File: src/rtl/wb_pkg.sv
// wb_pkg: shared widths and entry type for the register-file writeback path
package wb_pkg;
    localparam int XLEN = 32;
    localparam int AW = 5;
    localparam logic [AW-1:0] REG_ZERO = 5'd0;
    typedef struct packed {
        logic [AW-1:0] rd;
        logic [XLEN-1:0] data;
    } wb_entry_t;
endpackage

File: src/rtl/wb_fifo.sv
// wb_fifo: circular buffer of pending writes with per-entry valid bits exposed for forwarding
module wb_fifo
    import wb_pkg::*;
#(
    parameter int DEPTH = 4,
    localparam int PW = $clog2(DEPTH),
    localparam int CW = $clog2(DEPTH + 1)
) (
    input  logic                   clk,
    input  logic                   reset,
    input  logic                   push,
    input  wb_entry_t              push_entry,
    input  logic                   pop,
    output wb_entry_t [DEPTH-1:0]  entries,
    output logic [DEPTH-1:0]       valid,
    output logic [PW-1:0]          rd_ptr,
    output logic [CW-1:0]          count
);
    logic [PW-1:0] wr_ptr;
    // pointer, occupancy and valid bookkeeping; push after pop so a full-buffer push+pop keeps the slot valid
    always_ff @(posedge clk or posedge reset) begin
        if (reset) begin
            rd_ptr <= '0;
            wr_ptr <= '0;
            count <= '0;
            valid <= '0;
        end else begin
            if (pop) begin
                valid[rd_ptr] <= 1'b0;
                rd_ptr <= rd_ptr + PW'(1);
            end
            if (push) begin
                valid[wr_ptr] <= 1'b1;
                wr_ptr <= wr_ptr + PW'(1);
            end
            count <= count + CW'(push) - CW'(pop);
        end
    end
    // entry payload storage; validity is tracked separately so data needs no reset
    always_ff @(posedge clk) begin
        if (push) entries[wr_ptr] <= push_entry;
    end
endmodule

File: src/rtl/regfile_wb_writer.sv
// regfile_wb_writer: arbitrates ALU/LSU results into an in-order write queue for the register file
module regfile_wb_writer
    import wb_pkg::*;
#(
    parameter int DEPTH = 4,
    localparam int PW = $clog2(DEPTH),
    localparam int CW = $clog2(DEPTH + 1)
) (
    input  logic            clk,
    input  logic            reset,
    input  logic            alu_valid,
    output logic            alu_ready,
    input  logic [AW-1:0]   alu_rd,
    input  logic [XLEN-1:0] alu_data,
    input  logic            lsu_valid,
    output logic            lsu_ready,
    input  logic [AW-1:0]   lsu_rd,
    input  logic [XLEN-1:0] lsu_data,
    input  logic            wb_stall,
    output logic            regwrite,
    output logic [AW-1:0]   waddr,
    output logic [XLEN-1:0] wdata,
    input  logic [AW-1:0]   raddr1,
    input  logic [AW-1:0]   raddr2,
    output logic            fwd_hit1,
    output logic            fwd_hit2,
    output logic [XLEN-1:0] fwd_data1,
    output logic [XLEN-1:0] fwd_data2,
    output logic [CW-1:0]   pending
);
    wb_entry_t [DEPTH-1:0] entries;
    logic [DEPTH-1:0] valid;
    logic [PW-1:0] rd_ptr;
    logic [CW-1:0] count;
    logic pop, push, lsu_acc, alu_acc;
    wb_entry_t push_entry, head;
    logic [PW-1:0] idx;

    wb_fifo #(.DEPTH(DEPTH)) u_fifo (
        .clk(clk),
        .reset(reset),
        .push(push),
        .push_entry(push_entry),
        .pop(pop),
        .entries(entries),
        .valid(valid),
        .rd_ptr(rd_ptr),
        .count(count)
    );

    // LSU wins arbitration; a retiring head frees a slot in the same cycle; x0 results are accepted but dropped
    always_comb begin
        pop = (count != '0) && !wb_stall;
        lsu_ready = (count < CW'(DEPTH)) || pop;
        alu_ready = lsu_ready && !lsu_valid;
        lsu_acc = lsu_valid && lsu_ready;
        alu_acc = alu_valid && alu_ready;
        push_entry = lsu_acc ? '{rd: lsu_rd, data: lsu_data} : '{rd: alu_rd, data: alu_data};
        push = (lsu_acc || alu_acc) && (push_entry.rd != REG_ZERO);
        head = entries[rd_ptr];
        regwrite = pop;
        waddr = pop ? head.rd : '0;
        wdata = pop ? head.data : '0;
        pending = count;
    end

    // forwarding search walks oldest to youngest so the last match (youngest) wins
    always_comb begin
        fwd_hit1 = 1'b0;
        fwd_hit2 = 1'b0;
        fwd_data1 = '0;
        fwd_data2 = '0;
        idx = '0;
        for (int i = 0; i < DEPTH; i++) begin
            idx = rd_ptr + PW'(i);
            if (valid[idx] && raddr1 != REG_ZERO && entries[idx].rd == raddr1) begin
                fwd_hit1 = 1'b1;
                fwd_data1 = entries[idx].data;
            end
            if (valid[idx] && raddr2 != REG_ZERO && entries[idx].rd == raddr2) begin
                fwd_hit2 = 1'b1;
                fwd_data2 = entries[idx].data;
            end
        end
    end
endmodule

File: config.mk
export PLATFORM = sky130hd
export DESIGN_NAME = regfile_wb_writer
export DESIGN_NICKNAME = d
export VERILOG_FILES = /design/src/rtl/wb_pkg.sv /design/src/rtl/wb_fifo.sv /design/src/rtl/regfile_wb_writer.sv
export SDC_FILE = /design/constraint.sdc
export NUM_CORES = 1
export LEC_CHECK = 0
export ABC_AREA = 1
export CORE_ASPECT_RATIO = 1.25
export CORE_UTILIZATION = 40
export DETAILED_ROUTE_END_ITERATION = 8
export SYNTH_ARGS = -nofsm -noshare
export SYNTH_HDL_FRONTEND = slang
export SYNTH_HIERARCHICAL = 1
export SYNTH_SLANG_ARGS = --single-unit
File: constraint.sdc
create_clock -name clk -period 3.6 [get_ports clk]
set_clock_uncertainty 0.1 [all_clocks]
set_input_delay 0.54 -clock clk [delete_from_list [all_inputs] [get_ports clk]]
set_output_delay 0.54 -clock clk [all_outputs]
set_load 0.02 [all_outputs]
Yosys cells after proc, flatten, opt, wreduce, memory -nomap -nowiden
Index checks and enable logic that the tools add are counted.
Storage, ports and cells
  bits in registers: 159
  input port bits: 89
  word-level logic and storage cells: 112
Operators by class
  $add $sub $neg: 6
  magnitude comparators: 8
  equality and inequality tests: 8
  multiplexer cells: 44
  bitwise logic cells: 3
  reductions and logical operators: 31
Operators by type and width (count)
  $bmux 37 s2: 4
  $mux 32: 9
  $mux 37: 6
  $bwmux 148: 1
  $demux 37 s2: 1
  $eq 5x5->1: 8
  $logic_and 1x1->1: 23
  $lt 2x3->1 const B: 5
  $reduce_bool 5->1: 3
  $mux 1: 14
  $bmux 1 s2: 4
  $mux 4: 2
  $mux 5: 1
  $add 2x1->2 const B: 2
  $add 2x2->2 const B: 2
  $and 4x4->4: 1
  $demux 1 s2: 2
  $ge 2x1->1 const B: 2
  $not 4->4: 1
  $or 4x4->4: 1
  $add 3x1->3: 1
  $lt 3x3->1 const B: 1
  $reduce_bool 3->1: 1
  $sub 3x1->3: 1
  other kinds (2): 4

Longest topological paths before layout
Gate-level depths: netlist (run 1).
  word-level depth: 9
  depth in mapped cells: 18
  mapped depth without buffers: 14

Hierarchy
The synthesis (run 1) kept the hierarchy.
Modules (own cells, without submodules)
  regfile_wb_writer: times used 1, cells each 1622, area an instance 7811.2 um^2, seq. area each 0.0 um^2
  wb_fifo: times used 1, cells each 213, area an instance 5039.8 um^2, seq. area each 4719.5 um^2

Least setup slack after synthesis (run 1)
No wires, ideal clock.
  kind: flip-flop to flip-flop
  start: register u_fifo.count[2]
  end: register, netlist name u_fifo/entries[0]
  setup time: 0.391 ns
  arrival: 2.720 ns
  slack: 0.389 ns
  cell stages (with the launch flop): 9
  path buffers: 1
  clock period less this slack: 3.211 ns
  path through: dfrtp_1 nand2_1 nand2_1 clkbuf_1 mux2_2 nor2_1 a21oi_1 nand2_1 inv_1
RTL lines
  start: declaration: RTL line wb_fifo.sv:17  | output logic [CW-1:0] count
  start signal: assignment: RTL line wb_fifo.sv:36  | count <= count + CW'(push) - CW'(pop);

Final worst setup path (run 1)
  start: register u_fifo.rd_ptr[0]
  end: output fwd_data2[10]
On the way
  word-level cells in the longest chain between the ends: 8
  elaborated cells between the ends (all ways): 35
Ends and longest elaborated chain
  start: declaration: RTL line wb_fifo.sv:16  | output logic [PW-1:0] rd_ptr,
  start signal: assignment: RTL line wb_fifo.sv:30  | rd_ptr <= rd_ptr + PW'(1);
  $add 2x1->2, or another cell as far along: RTL line regfile_wb_writer.sv:75  | idx = rd_ptr + PW'(i);
  $bmux 37 s2, or another cell as far along: RTL line regfile_wb_writer.sv:80, regfile_wb_writer.sv:82
  $mux 37 (implied by the code), or another cell as far along: RTL line regfile_wb_writer.sv:82  | fwd_data2 = entries[idx].data;
  $eq 5x5->1 / $logic_and 1x1->1 (equally long branches): RTL line regfile_wb_writer.sv:80  | if (valid[idx] && raddr2 != REG_ZERO && entries[idx].rd == raddr2) begin
  $logic_and 1x1->1 / $mux 32 (equally long branches): RTL line regfile_wb_writer.sv:80
  $mux 32 (2 in series): RTL line regfile_wb_writer.sv:80
  $mux 32 *: RTL line regfile_wb_writer.sv:80
  end: declaration: RTL line regfile_wb_writer.sv:28  | output logic [XLEN-1:0] fwd_data2,
Mark *: on every way between the ends. The rest lies on a longest branch, timed or not. The select of a mux whose other input is x is not followed.

==> results of run 1 <==
worst register-to-register path, cell delays in order, from the launching register on:
cell and delay (ps):
sky130_fd_sc_hd__dfrtp_1 430, sky130_fd_sc_hd__nand2_1 120, sky130_fd_sc_hd__nand2_2 160, sky130_fd_sc_hd__mux2_2 410, sky130_fd_sc_hd__nor3_1 220, sky130_fd_sc_hd__a21oi_1 90, sky130_fd_sc_hd__buf_4 170, sky130_fd_sc_hd__ha_1 220
sky130_fd_sc_hd__fa_1 420, sky130_fd_sc_hd__inv_1 60, sky130_fd_sc_hd__nand3_1 70, sky130_fd_sc_hd__nand2_1 60
area by class of cell:
type                    instances  area [µm²]  area share (%)
clock inverters                10         138           0.767
repair inverters                2        25.0           0.139
multi-input cells            1421        7420            41.4
clock buffers                  22         454            2.53
flip-flops and latches        159        4730            26.3
inverters                     146         582            3.24
repair buffers                359        4090            22.8
well taps                     412         515            2.87
worst max path at each step:
stage | to | startpoint | cells after the start
3_3_place_gp | fwd_data2[2] | raddr2[0] | 14
5_1_grt | fwd_data2[10] | u_fifo/rd_ptr[0] | 17
6_report | fwd_data2[10] | u_fifo/rd_ptr[0] | 17
4_1_cts | fwd_data1[6] | u_fifo/rd_ptr[0] | 15
3_5_place_dp | fwd_data1[6] | raddr1[3] | 13
2_1_floorplan | u_fifo/entries[0] | u_fifo/count[2] | 8
state kept, by name, indices dropped and copies added (netlist names):
signal,flops
u_fifo/entries,148
u_fifo/valid,4
u_fifo/count,3
u_fifo/rd_ptr,2
u_fifo/wr_ptr,2
stage by stage:
| stage | utilization (%) | cell area, µm² | setup slack (ps) | instances | hold slack [ps] |
|---|---|---|---|---|---|
| after floorplan | - | 12900 | 389 | 1835 | 292 |
| after global placement | 50.3 | 16000 | -276 | 2444 | 387 |
| after detailed placement | 50.3 | 16000 | -203 | 2444 | 394 |
| after CTS | 52.7 | 16700 | -113 | 2492 | 324 |
| after global routing | 56.6 | 17900 | -105 | 2531 | 368 |
| final | 56.6 | 17900 | 8.35 | 2531 | 305 |
where the power goes:
| part | internal [mW] | leakage [nW] | total, mW | switching (mW) |
|---|---|---|---|---|
| Combinational | 4.89 | 6.72 | 12.6 | 7.73 |
| Clock | 1.11 | 0.284 | 1.89 | 0.786 |
| Sequential | 2.64 | 1.49 | 2.89 | 0.250 |
per-layer routing:
metal / GRT usage [%] / part of all wire, % / up-vias
met4: 10.8 / 3.7 / 0
met3: 3.34 / 7.4 / 111
li1: - / - / 6471
met5: 0 / 0 / -
met1: 31.1 / 39 / 6301
met2: 45.9 / 50 / 563
cells in the mapped netlist, drive strengths merged:
library cell | instances | area, µm²
o21a | 2 | 15.0
mux2 | 35 | 394
a21oi | 8 | 40.0
ha | 10 | 125
xor2 | 7 | 61.3
a31oi | 1 | 6.26
nand3 | 89 | 455
nand4 | 36 | 225
nor3 | 1 | 5.00
clkbuf | 29 | 109
edfxtp | 148 | 4440
dfrtp | 11 | 275
o21ai | 149 | 746
nor2 | 330 | 1270
buf | 82 | 494
nand2 | 624 | 2360
or2 | 2 | 12.5
inv | 146 | 553
fa | 1 | 20.0
mux2i | 124 | 1240
layout by cell type (no fill, tap or decap), types with 3 or more instances in the layout:
master | synthesis | final
sky130_fd_sc_hd__nand2_1 | 620 | 566
sky130_fd_sc_hd__nor2_1 | 323 | 295
sky130_fd_sc_hd__edfxtp_1 | 148 | 148
sky130_fd_sc_hd__inv_1 | 141 | 136
sky130_fd_sc_hd__o21ai_0 | 141 | 134
sky130_fd_sc_hd__clkdlybuf4s50_1 | 0 | 129
sky130_fd_sc_hd__mux2i_1 | 124 | 124
sky130_fd_sc_hd__buf_4 | 18 | 100
sky130_fd_sc_hd__nand3_1 | 87 | 69
sky130_fd_sc_hd__nand2_2 | 2 | 54
sky130_fd_sc_hd__clkbuf_16 | 0 | 39
sky130_fd_sc_hd__buf_6 | 7 | 39
sky130_fd_sc_hd__nand4_1 | 36 | 36
sky130_fd_sc_hd__buf_12 | 0 | 36
sky130_fd_sc_hd__mux2_2 | 35 | 35
sky130_fd_sc_hd__nor2_2 | 5 | 22
sky130_fd_sc_hd__buf_2 | 53 | 20
sky130_fd_sc_hd__nand3_2 | 2 | 15
sky130_fd_sc_hd__o21ai_1 | 8 | 14
sky130_fd_sc_hd__nor2_4 | 2 | 13
sky130_fd_sc_hd__ha_1 | 10 | 10
sky130_fd_sc_hd__dfrtp_1 | 11 | 9
sky130_fd_sc_hd__inv_2 | 4 | 7
sky130_fd_sc_hd__xor2_1 | 7 | 6
sky130_fd_sc_hd__a21oi_1 | 8 | 6
sky130_fd_sc_hd__nand3_4 | 0 | 5
sky130_fd_sc_hd__nand2_4 | 2 | 5
sky130_fd_sc_hd__buf_16 | 0 | 5
sky130_fd_sc_hd__clkbuf_1 | 29 | 4
sky130_fd_sc_hd__buf_8 | 0 | 4
sky130_fd_sc_hd__inv_6 | 1 | 3
sky130_fd_sc_hd__bufinv_16 | 0 | 3
sky130_fd_sc_hd__clkinv_2 | 0 | 3
kinds of logic after synthesis:
| family | count (synthesis) |
|---|---|
| muxes | 159 |
| AOI/OAI and AO/OA | 160 |
| xor gates and xnor gates | 7 |
| buffers and inverters | 257 |
| adders and majority gates | 11 |
| and+or+nand+nor | 1082 |
| DFF | 159 |
what timing repair did:
item                                    4_1_cts  5_1_grt
resized for setup                           264      241
endpoints found under the hold margin         0        0
setup buffers                                 8       16
pin swaps                                     6       18
gates cloned                                  8       25
endpoints found under the setup margin       77       81
==> reports/summary.md, run 1 <==
The flow ran to the end, and the final reports show no timing, DRC or antenna violations. No sink is reached through more buffers than the 2 on the longest clock path. For the worst setup path, the data required time is 2960 ps. Aggregate global-route resource usage: 25.9%. The classification of the worst setup path was register to primary output. Setup violations remaining at the end of the flow were counted as 0. The cell count after synthesis came out at 1835. The number of sinks driven by the clock tree is 159, and the highest ir drop seen on vdd is 850 µV. The most numerous cell type found on the critical path is sky130_fd_sc_hd__nand2_1. Clock latency on the worst-skew pair, taken at its later pin, is 440 ps.

The fraction of the mapped netlist area in compound gates is 6.28%, and the number of vias per cell after detailed routing is 5.31. 0 antenna diodes ended up in the layout. The worst register-to-register path ends at u_fifo/count[2]. On the worst path, the slowest cell contributes a delay of 540 ps. The layout cell share with drive strength beyond 1 is 20.1%, and the detailed-route wire length is 46.4 mm. The worst setup path is launched from a register. At the end of routability-driven placement, the weighted congestion stood at 0.953. Synthesis instantiated 32 different standard cells from the library. The run gives 0.0329 mm² as the floorplan die area.

The worst register-to-register path begins at u_fifo/count[2]. TritonCTS built the clock tree. The first TritonRoute pass finished after 6 iterations.

The top achievable clock speed came out at 0.278 GHz. Number of antenna violations at the first check in global routing: 0. The count of nets left with antenna violations once routing finished came out at 0. The number of hold-slack violations in the final timing report is 0, and the cell count of the worst reg-to-reg path is 11.

The run gives 40.5% as the initial core utilization. The tools report the via count of the first global-routing pass as 12200. Setup repair after global routing could not meet its margin everywhere.

The root buffer cell chosen for the clock tree is sky130_fd_sc_hd__clkbuf_16. The tools report the total core area as 0.0317 mm². Of the total synthesized cell area, the portion taken by full adders, half adders and majority gates is 1.13%.

In this run the worst path has a maximum fanout of 7. The mapped netlist covers 0.0129 mm². The minimum period implied by the final worst setup slack came out at 3590 ps. The die height is 202 µm, and the power per unit of standard cell area is 970 mW/mm².

The average instance in the mapped netlist occupies 7.00 µm². After filler insertion, the fill cell instance count of the layout stands at 2912. Summing the areas of all xor and xnor instances in the mapped netlist gives 0.477% of the synthesized area. The overall power consumption is 17.4 mW, and the hold buffer count at cts is 0. The main combinational cell family by area after synthesis was simple AND/OR/NAND/NOR gates. Walking the worst path, the cells encountered are buf_12, buf_16, buf_4, nand2_1, nand3_2, nand2_2, nor2_1, o21ai_1, nor2_2, nand3_4, clkinv_8, clkbuf_16, nor2_1, nand2_1, nand2_1, nand2_2, buf_6. The Yosys step of the flow raised 6 warnings. Summed over all cells, the static leakage comes to 8.49 nW. The number of buffers and inverters on the critical path is 6. Once detailed placement completed, the half-perimeter wirelength came to 28.4 mm.

The number of max-slew violations in the final report is 0. The placement row count came out at 73. STA classifies the critical path endpoint as a primary output.

In this run the count of I/O pins placed on the die edge is 198. The logs give 36.7% for the sequential element share of the synthesized area and 129 for the maximum number of pins on one net before global-route repair. The simple logic cell fraction of the synthesized area came out at 33.7%. The via count came out at 13400. After detailed routing, the number of remaining DRC violations is 0. The die is 162 µm wide. The category of cells accounting for the largest share of critical-path delay is simple AND/OR/NAND/NOR gates.

The worst-path cell with the longest stage delay was sky130_fd_sc_hd__dfrtp_4. The number of nets in the synthesized netlist is 1935. The tools report the aggregate global routing overflow as 0.

Worst min-delay path class: input port to async pin. The detailed router finished its first iteration with 1068 violations. The area growth from synthesis to layout was 39.7%. For the final routed database, the setup TNS stands at 0 ps. The tool flagged a number of max-cap violations equal to 0. The detail-routed net length per standard cell works out to 18.3 µm. The slew of the pin with the lowest slew margin came out at 728 ps. The number of buffers created by CTS was 17; the clock-pin slew reported for the worst setup and hold paths after clock tree synthesis was 70 ps. The post-synthesis mux area share is 12.7%. The first global-routing pass estimated 65.0 mm of wire. In this run, synthesis produced a sequential element count of 159.

The clock tree synthesis step divided the H-tree into 4 levels. STA puts the critical path data arrival time at 2950 ps. In the finished design, the share of the clock period the worst path needs comes to 99.8%. The run gives 2206 as the number of nets in the finished design. Count of buffers inserted at the top-level ports: 197.

Across all register-to-register paths, the minimum setup slack is 1000 ps. Normalized max-slew margin: 51.5%.
No activity file was read; power rests on OpenSTA's default activity.
==> run 2, diff against run 1 <==
Settings changed: CORE_ASPECT_RATIO 1.25 to 1.75.
==> run 2 against run 1 <==
Compared with the run above:
- critical path depth unchanged
- largest power group unchanged
- largest cell class unchanged
- combinational power decreased by 3%
- sequential share of layout area rose by 0.92 points
==> reports/summary.md, run 2 (synthesized netlist as in run 1, its figures left out) <==
For the final design utilization, the log shows 55.0% (-1.6 points). The register area was 0.00473 mm² (unchanged). The die height is 239 µm (+18%), and the setup-violating endpoint count in the final report is 0 (unchanged).

The via count was 13400 (-0.69%). The library cell used most frequently in the layout, excluding fill and tap cells, is sky130_fd_sc_hd__nand2_1. Level count of the clock H-tree: 4 (unchanged). The number of max-slew violations in the final report was 0 (unchanged). Aggregate negative setup slack: 0 ps (unchanged). The clock-pin slew reported for the worst setup and hold paths after clock tree synthesis was 70 ps (about the same); the number of nets in the finished design was 2185 (-0.95%). The classification of the worst setup path was register to primary output. The floorplan die area was 0.0329 mm² (about the same); the required time at the endpoint of the critical path was 2960 ps (about the same). Post-place instance area: 0.0157 mm² (-1.4%). The run gives 939 (-12%) as the number of design-rule violations left by the first detailed-router iteration. The number of vias per cell after detailed routing works out to 5.35 (+0.78%). The DRC violation count after routing was 0 (unchanged); the count of fill cells added during filler insertion was 2989 (+2.6%). Slew of the pin with the lowest slew margin: 683 ps (-44.9 ps).

For the placed cell count, the log shows 2420 (-0.98%). The logs give 17 (unchanged) for the number of buffers created by CTS and 54.4% (+2.9 points) for the normalized max-slew margin. The minimum period implied by the final worst setup slack was 3540 ps (-54.9 ps). The number of diodes added for antenna fixing was 0 (unchanged). Register with the most flip-flops: u_fifo/entries. The flip-flop count of the largest register, all copies and words added is 148 (unchanged). The slowest stage of the critical path is the sky130_fd_sc_hd__dfrtp_4 cell. The area of the multi-input gates is 0.00740 mm² (-0.27%), and the final worst-path cycle share is 98.2% (-1.5 points). The run gives 0.283 GHz (+1.6%) as the top achievable clock speed. The post-route standard cell area excluding fillers is 0.0173 mm² (-3.4%), and the cell count of the worst reg-to-reg path is 11 (unchanged). The total I/O pin count was 198 (unchanged); the via count of the first global-routing pass was 12800 (+5.0%). The count of buffers inserted at the top-level ports is 197 (unchanged), and the placement row count is 86 (+18%). The detailed-route wire length is 46.6 mm (+0.40%).

The horizontal extent of the die was 137 µm (-15%); the power spent charging and discharging nets was 8.74 mW (-0.32%). The power per unit of standard cell area was 983 mW/mm² (+1.3%). STA classifies the critical path endpoint as a primary output. The largest stage delay on the critical path is 500 ps (-40 ps).

For the internal power component, the log shows 8.30 mW (-4.0%). The tools report the clock latency at the later pin of the worst-skew pair as 450 ps (about the same). The logs give 0 (unchanged) for the aggregate global routing overflow and 1.03 (+7.7%) for the final RePlAce weighted congestion. Net switching share of the total power: 51.3% (+0.93 points).

The top cell types in the final layout, fill and taps aside, are sky130_fd_sc_hd__nand2_1, sky130_fd_sc_hd__nor2_1, sky130_fd_sc_hd__edfxtp_1. The number of nets still failing antenna checks after routing came out at 0 (unchanged). The length of the first detailed-routing pass in iterations was 5 (-1). TritonCTS built the clock tree. The total core area is 0.0315 mm² (-0.53%). The overall power consumption was 17.0 mW (-2.1%); the worst setup slack after placement was -152 ps (+51.0 ps).

The logs give 0 (unchanged) for the number of hold-slack violations in the final timing report and 11.3% (+0.4 points) for the power share of the clock group. The flow ran to the end, and the final reports show no timing, DRC or antenna violations. Area growth from synthesis to layout: 35.0%. For the detailed placer's ending HPWL, the log shows 30.2 mm (+6.3%). The worst min-delay path class is input port to async pin. The highest ir drop seen on vdd is 785 µV (-7.7%). The critical path goes through buf_12, clkinv_16, nand2_8, nand2_8, nand2_1, nand3_1, nand2_1, nor2_4, nand3_4, buf_12, buf_16, nor2_1, nor2_1, nand2_1, nand2_1, nand2_2, buf_6.

For the data arrival time of the critical path, the log shows 2900 ps (-50 ps). Setup repair after global routing could not meet its margin everywhere. The number of max-cap violations was 0 (unchanged); the layout cell share with drive strength beyond 1 was 17.8% (-2.2 points). The register share of total power is 17.0% (+0.4 points). For the aggregate global-route resource usage, the log shows 28.7% (+2.9 points). The cell sitting at the root of the clock tree is a sky130_fd_sc_hd__clkbuf_16. For the first-pass GRT wire length, the log shows 69.5 mm (+6.8%). The critical path's most frequent cell is sky130_fd_sc_hd__nand2_1.

The worst slack on hold paths was 291 ps (-14.1 ps); the highest net fanout along the worst path was 8 (+1). The tools report the initial core utilization as 40.8% (+0.21 points). The tools report the maximum number of pins on one net before global-route repair as 72 (-44%). The number of sinks driven by the clock tree was 159 (unchanged).

The part of the power in combinational logic was 71.7% (-0.8 points); the static power due to leakage was 8.26 nW (-2.8%). Detail-routed net length per standard cell: 18.7 µm (+1.9%). The worst path setup slack after routing was 63.3 ps (+54.9 ps).

The tools report the clock tree buffer depth as 2 (unchanged). The tools report the kind of launch point of the worst setup path as a register. The largest registers in the layout are u_fifo/entries: 148 flops, u_fifo/valid: 4 flops, u_fifo/count: 3 flops. The number of antenna violations at the first check in global routing is 0 (unchanged), and the number of standard cells in the final layout excluding fillers is 2494 (-1.5%).
-- run 2: what timing repair did --
item,4_1_cts,5_1_grt
endpoints found under the setup margin,83,77
pin swaps,6,17
buffers inserted,14,11
hold buffers,0,0
gates resized for setup,296,171
gates cloned,13,5
-- run 2: final cells by class --
cell class                 count  share of cell area (%)
clock inverter                13                    1.08
timing repair inverter         2                   0.130
inverter                     146                    3.40
sequential                   159                    27.3
clock buffer                  19                    2.50
timing repair buffer         337                    20.1
tap                          396                    2.86
multi-input combinational   1422                    42.7
-- run 2: worst max-delay path, delay by kind of cell (launching register included) --
kind | cells | cell delay [ps]
simple gates | 12 | 1200
flops | 1 | 500
buf+inv | 5 | 720
-- run 2: final timing paths --
path,from,end,slack (ps)
setup reg to reg,u_fifo/count[2],u_fifo/count[2],1010
min in group clk,u_fifo/valid[3],u_fifo/valid[3],410
max in group asynchronous,reset,u_fifo/rd_ptr[0],2760
hold reg to reg,u_fifo/valid[3],u_fifo/valid[3],410
setup / recovery,u_fifo/rd_ptr[0],fwd_data2[31],60
hold / removal,reset,u_fifo/count[0],290
-- run 2: power by group through the flow --
stage | Combinational (mW) | Sequential, mW | Clock, mW
after floorplan | 6.81 | 2.88 | 0
after global placement | 10.7 | 2.91 | 0
after detailed placement | 10.8 | 2.94 | 0
after CTS | 11.5 | 2.90 | 1.95
after global routing | 13.2 | 2.96 | 2.02
final | 12.2 | 2.90 | 1.92
-- run 2: layer usage --
| metal | routed length [µm] | global-route usage [%] | up-vias |
|---|---|---|---|
| met2 | 25300 | 53.7 | 569 |
| met4 | 2830 | 18.8 | 0 |
| met3 | 2480 | 3.48 | 171 |
| met1 | 16000 | 29.2 | 6174 |
| li1 | - | - | 6439 |
| met5 | 0 | 0 | - |
